**config.mk**
```make
export PLATFORM = sky130hd
export DESIGN_NAME = clock_set_ctrl
export DESIGN_NICKNAME = d
export VERILOG_FILES = /design/src/rtl/clock_pkg.sv /design/src/rtl/btn_edge.sv /design/src/rtl/clock_set_ctrl.sv
export SDC_FILE = /design/constraint.sdc
export NUM_CORES = 1
export LEC_CHECK = 0
export ABC_CLOCK_PERIOD_IN_PS = 2900
export CORE_UTILIZATION = 58
export DETAILED_ROUTE_END_ITERATION = 8
export GPL_ROUTABILITY_DRIVEN = 0
export GPL_TIMING_DRIVEN = 1
export PLACE_DENSITY_LB_ADDON = 0.08
export SYNTH_ARGS = -nofsm -noshare
export SYNTH_HDL_FRONTEND = slang
export SYNTH_HIERARCHICAL = 1
export SYNTH_SLANG_ARGS = --single-unit
export TNS_END_PERCENT = 1
```
**constraint.sdc**
```tcl
create_clock -name clk -period 2.9 [get_ports clk]
set_clock_uncertainty 0.05 [all_clocks]
set_input_delay 0.725 -clock clk [delete_from_list [all_inputs] [get_ports clk]]
set_output_delay 0.725 -clock clk [all_outputs]
set_load 0.01 [all_outputs]
```
**src/rtl/clock_pkg.sv**
```systemverilog
// Shared types, field widths and time-field arithmetic for the 12-hour clock set controller.
package clock_pkg;

    typedef enum logic [1:0] {
        ST_RUN     = 2'd0,
        ST_SET_HR  = 2'd1,
        ST_SET_MIN = 2'd2,
        ST_COMMIT  = 2'd3
    } state_e;

    localparam int unsigned HOUR_W   = 4;
    localparam int unsigned MIN_W    = 6;
    localparam int unsigned HOUR_MIN = 1;
    localparam int unsigned HOUR_MAX = 12;
    localparam int unsigned MIN_MAX  = 59;

    typedef struct packed {
        logic [HOUR_W-1:0] hours;
        logic [MIN_W-1:0]  minutes;
        logic              am_pm;
    } clk_time_t;

    // Out-of-range hours from the core are treated as 12.
    function automatic logic [HOUR_W-1:0] clamp_hour(input logic [HOUR_W-1:0] h);
        if (h == '0 || h > HOUR_W'(HOUR_MAX)) begin
            return HOUR_W'(HOUR_MAX);
        end
        return h;
    endfunction

    // 12 wraps to 1; stepping 11 -> 12 flips the meridiem.
    function automatic clk_time_t inc_hour(input clk_time_t t);
        clk_time_t r;
        r = t;
        if (t.hours >= HOUR_W'(HOUR_MAX)) begin
            r.hours = HOUR_W'(HOUR_MIN);
        end else begin
            r.hours = t.hours + HOUR_W'(1);
        end
        if (t.hours == HOUR_W'(HOUR_MAX - 1)) begin
            r.am_pm = ~t.am_pm;
        end
        return r;
    endfunction

    // Minutes wrap to 0 without carrying into hours.
    function automatic clk_time_t inc_minute(input clk_time_t t);
        clk_time_t r;
        r = t;
        if (t.minutes >= MIN_W'(MIN_MAX)) begin
            r.minutes = '0;
        end else begin
            r.minutes = t.minutes + MIN_W'(1);
        end
        return r;
    endfunction

endpackage

```
**src/rtl/btn_edge.sv**
```systemverilog
// Rising-edge detector for an already synchronized, debounced button level.
module btn_edge (
    input  logic clk,
    input  logic rst,
    input  logic btn,
    output logic rise_c
);

    logic prev_q;
    logic prev_d;

    always_comb begin
        prev_d = btn;
    end

    always_ff @(posedge clk) begin
        if (!rst) begin
            prev_q <= 1'b0;
        end else begin
            prev_q <= prev_d;
        end
    end

    assign rise_c = btn & ~prev_q;

endmodule

```
**src/rtl/clock_set_ctrl.sv**
```systemverilog
// Seconds prescaler and two-button set-mode sequencer that edits a shadow copy
// of the clock core's time and loads it back with a one-cycle strobe.
module clock_set_ctrl
    import clock_pkg::*;
#(
    parameter int unsigned TICK_DIV  = 100_000_000,
    parameter int unsigned TIMEOUT_S = 30
) (
    input  logic              clk,
    input  logic              rst,
    input  logic              btn_mode,
    input  logic              btn_inc,
    input  logic [HOUR_W-1:0] cur_hours,
    input  logic [MIN_W-1:0]  cur_minutes,
    input  logic              cur_am_pm,
    output logic              tick_en,
    output logic              load,
    output logic [HOUR_W-1:0] set_hours,
    output logic [MIN_W-1:0]  set_minutes,
    output logic              set_am_pm,
    output logic [1:0]        mode,
    output logic              blink
);

    localparam int unsigned PRESC_W = $clog2(TICK_DIV);
    localparam int unsigned TO_W    = $clog2(TIMEOUT_S + 1);
    localparam logic [PRESC_W-1:0] PRESC_LAST = PRESC_W'(TICK_DIV - 1);
    localparam logic [PRESC_W-1:0] PRESC_HALF = PRESC_W'(TICK_DIV / 2);
    localparam logic [TO_W-1:0]    TO_LAST    = TO_W'(TIMEOUT_S - 1);

    state_e              state_q, state_d;
    logic [PRESC_W-1:0]  presc_q, presc_d;
    logic [TO_W-1:0]     to_q, to_d;
    clk_time_t           set_q, set_d;

    logic mode_evt_c;
    logic inc_evt_c;
    logic any_evt_c;
    logic presc_wrap_c;
    logic timeout_c;
    logic in_set_c;

    btn_edge u_mode_edge (
        .clk    (clk),
        .rst    (rst),
        .btn    (btn_mode),
        .rise_c (mode_evt_c)
    );

    btn_edge u_inc_edge (
        .clk    (clk),
        .rst    (rst),
        .btn    (btn_inc),
        .rise_c (inc_evt_c)
    );

    assign any_evt_c    = mode_evt_c | inc_evt_c;
    assign presc_wrap_c = (presc_q == PRESC_LAST);
    assign in_set_c     = (state_q == ST_SET_HR) || (state_q == ST_SET_MIN);
    // Abort fires on the wrap that would bring the idle-seconds count to TIMEOUT_S.
    assign timeout_c    = in_set_c && presc_wrap_c && (to_q == TO_LAST) && !any_evt_c;

    // Next-state, prescaler, timeout and shadow-time update.
    always_comb begin
        state_d = state_q;
        set_d   = set_q;
        presc_d = presc_wrap_c ? '0 : presc_q + PRESC_W'(1);
        to_d    = '0;

        if (in_set_c && !any_evt_c && presc_wrap_c) begin
            to_d = to_q + TO_W'(1);
        end else if (in_set_c && !any_evt_c) begin
            to_d = to_q;
        end

        case (state_q)
            ST_RUN: begin
                if (mode_evt_c) begin
                    set_d.hours   = clamp_hour(cur_hours);
                    set_d.minutes = cur_minutes;
                    set_d.am_pm   = cur_am_pm;
                    state_d       = ST_SET_HR;
                end
            end
            ST_SET_HR: begin
                if (mode_evt_c) begin
                    state_d = ST_SET_MIN;
                end else if (inc_evt_c) begin
                    set_d = inc_hour(set_q);
                end else if (timeout_c) begin
                    state_d = ST_RUN;
                end
            end
            ST_SET_MIN: begin
                if (mode_evt_c) begin
                    state_d = ST_COMMIT;
                end else if (inc_evt_c) begin
                    set_d = inc_minute(set_q);
                end else if (timeout_c) begin
                    state_d = ST_RUN;
                end
            end
            ST_COMMIT: begin
                state_d = ST_RUN;
                presc_d = '0;
                to_d    = '0;
            end
            default: begin
                state_d = ST_RUN;
            end
        endcase
    end

    // Outputs decoded from registered state only.
    always_comb begin
        tick_en     = (state_q == ST_RUN) && presc_wrap_c;
        load        = (state_q == ST_COMMIT);
        blink       = in_set_c ? (presc_q < PRESC_HALF) : 1'b1;
        mode        = 2'(state_q);
        set_hours   = set_q.hours;
        set_minutes = set_q.minutes;
        set_am_pm   = set_q.am_pm;
    end

    always_ff @(posedge clk) begin
        if (!rst) begin
            state_q       <= ST_RUN;
            presc_q       <= '0;
            to_q          <= '0;
            set_q.hours   <= HOUR_W'(HOUR_MAX);
            set_q.minutes <= '0;
            set_q.am_pm   <= 1'b0;
        end else begin
            state_q <= state_d;
            presc_q <= presc_d;
            to_q    <= to_d;
            set_q   <= set_d;
        end
    end

endmodule

```
==> results.json <==
{
  "io-pin-count": 31,
  "grt_max_degree": 16,
  "ys_ff_latch": 47,
  "slew_headroom": 0.657,
  "firstDrtPassIters": 4,
  "synthCells": 317,
  "path_clk_slew_ns": 0.09,
  "drc_errors": 0,
  "num_rows": 24,
  "path_max_fanout": 6,
  "areaGrowthSynthToFinish_pct": 18.1,
  "rsz0062_at_grt": "false",
  "worstPathRequired_ns": 2.12,
  "worst_pin_slew_ns": 0.510,
  "ys_seq_area_frac": 0.359,
  "ys.flop_type": "dfxtp_1",
  "period_needed_ns": 2.63,
  "core_region_area_um2": 4350,
  "routed_via_density": 6.00,
  "drt-initial-drc-count": 183,
  "cts_tree": "built",
  "grt_pass1_vias": 2281,
  "synth_area_um2": 2620,
  "die-width_um": 69.2,
  "syn_area_per_cell_um2": 8.27,
  "critPathTopFamily": "simple AND/OR/NAND/NOR gates",
  "final_max_slew_viol_count": 0,
  "clkPwrFrac": 0.316,
  "clockRootBuffer": "clkbuf_8",
  "tns_ns": 0,
  "critPathMaxStageDelay_ns": 0.39,
  "synth_edf_count": 0,
  "power_frac_seq": 0.530,
  "ir_drop_v": 0.000385,
  "cts_num_sinks": 47,
  "p_sw_frac": 0.274,
  "yosysWarnings": 6,
  "path_class": "register to primary output",
  "power_frac_comb": 0.154,
  "min-delay-path-class": "register to register",
  "critPathSlowestCell": "dfxtp_1",
  "overflow": 0,
  "cts_max_level": 2,
  "numCtsBuffers": 5,
  "wl_per_cell_um": 14.5,
  "grtUsageTotal": 0.255,
  "antenna_cells": 0,
  "finalSetupViolations": 0,
  "path_cells": "ha_1, nand4_2, or2_1, nor3_2, dlygate4sd2_1",
  "p_int_mw": 0.968,
  "drv_cap": 0,
  "status": "finished, final reports clean",
  "io_buffers": 30,
  "finalHoldViolCount": 0,
  "crit_buf_inv": 1,
  "cts_buffer_depth": 2,
  "layout_common_cells": "dfxtp_1, nor2_1, clkdlybuf4s50_1, nand2_1, nand3_1",
  "p_leak_nw": 1.08,
  "cts_setup_buffers": 0,
  "p_sw_mw": 0.365,
  "antenna_found_initial": 0,
  "start_kind": "register",
  "dpl.hpwl_um": 4320,
  "async_reset_ff_frac": 0,
  "period_share": 0.908,
  "max_freq_ghz": 0.380,
  "whs_ns": 0.427,
  "clkLatencyLatePin_ns": 0.30,
  "grt_pass1_wl_um": 10100,
  "p_per_area_nw_per_um2": 431,
  "critical_path_arrival_ns": 1.86,
  "antenna_left": 0,
  "yosysUniqueCellTypes": 61,
  "end_kind": "primary output",
  "fin_nets": 374,
  "wirelength_um": 5850,
  "syn-num-nets": 341,
  "drive_gt1_frac": 0.117,
  "fp.dieH_um": 69.2,
  "start_util": 0.602,
  "final_common_cell": "dfxtp_1",
  "vias": 2418,
  "dieArea_um2": 4790
}
synthesized netlist by cell type, types with 2 or more instances:
library cell  number  area [um2]
nor2_1            37         139
nor4_2             2        25.0
inv_1             17        63.8
a21boi_0           2        15.0
nand4b_1           2        17.5
xor2_1            11        96.3
nor4_1             3        18.8
buf_4              2        15.0
nand2b_1           3        18.8
or4_1              2        15.0
xnor2_1            9        78.8
a31oi_1            5        31.3
nor2b_4            2        27.5
a21o_1             2        15.0
or3_1              5        31.3
dfxtp_1           47         941
a311oi_1           3        26.3
o21ai_0           20         100
a21oi_1           19        95.1
and4_1             2        17.5
nand3_1           21         105
clkbuf_1           6        22.5
nand2_1           23        86.3
nand3_2            2        20.0
nor3_1             5        25.0
a211oi_1           4        30.0
nand3b_1           2        15.0
and3_1             2        12.5
and2_1             2        12.5
ha_1               9         113
nand4_1           12        75.1
buf_2              4        20.0
nor4_4             2        42.5
power groups by stage:
stage,Combinational (mW),Clock (mW),Sequential (mW)
after floorplan,0.115,0,0.718
final,0.205,0.421,0.707
after global routing,0.225,0.453,0.712
after CTS,0.205,0.430,0.707
after detailed placement,0.203,0,0.721
after global placement,0.198,0,0.720
state kept, by name (all words and copies together), names as in the netlist:
signal / count
presc_q: 27
u_mode_edge/prev_q: 1
to_q: 5
set_am_pm: 1
set_hours: 4
set_minutes: 6
mode: 2
u_inc_edge/prev_q: 1
what timing repair did:
item / CTS / global route
pin swaps: 0 / 1
resized for setup: 4 / 3
hold buffers: 0 / 0
endpoints found under the setup margin: 2 / 1
final timing paths:
check                   from          to  slack, ns  cells after the start
setup / recovery  presc_q[0]     tick_en       0.27                      5
hold reg to reg   presc_q[0]  presc_q[0]       0.43                      1
setup reg to reg     mode[0]     mode[1]       0.51                      7
hold / removal    presc_q[0]  presc_q[0]       0.43                      1
logic make-up (layout without fill, tap and decap cells):
| family | after synthesis | after routing | share of synthesized area |
|---|---|---|---|
| flops | 47 | 47 | 0.359 |
| buf+inv | 30 | 64 | 0.0506 |
| fa+ha+maj | 9 | 9 | 0.0430 |
| xor+xnor | 20 | 20 | 0.0668 |
| simple gates | 140 | 140 | 0.308 |
| compound gates | 71 | 71 | 0.172 |
metrics by stage:
step           cells  setup WS (ns)  total power [mW]  area (um2)   util
4_1_cts          403        0.00774              1.34        3090  0.710
3_3_place_gp     395          0.228             0.917        2990  0.686
6_report         403          0.266              1.33        3100  0.711
5_1_grt          403          0.153              1.39        3100  0.711
3_5_place_dp     395          0.235             0.923        2990  0.686
2_1_floorplan    317          0.678             0.833        2620      -
layer usage:
metal  GRT usage  part of all wire  vias up
li1            -                 -     1212
met1       0.334              0.47     1119
met2       0.425              0.46       80
met3      0.0509             0.056        7
met4      0.0771             0.010        0
met5           0                 0        -
cell type report:
| type | count | area (um2) |
|---|---|---|
| sequential | 47 | 946 |
| clock buffer | 6 | 82.6 |
| fill | 345 | 1260 |
| tap | 52 | 65.1 |
| timing repair buffer | 39 | 369 |
| clock inverter | 2 | 16.3 |
| inverter | 17 | 63.8 |
| multi-input combinational | 240 | 1550 |
No activity file was read; power rests on OpenSTA's default activity.
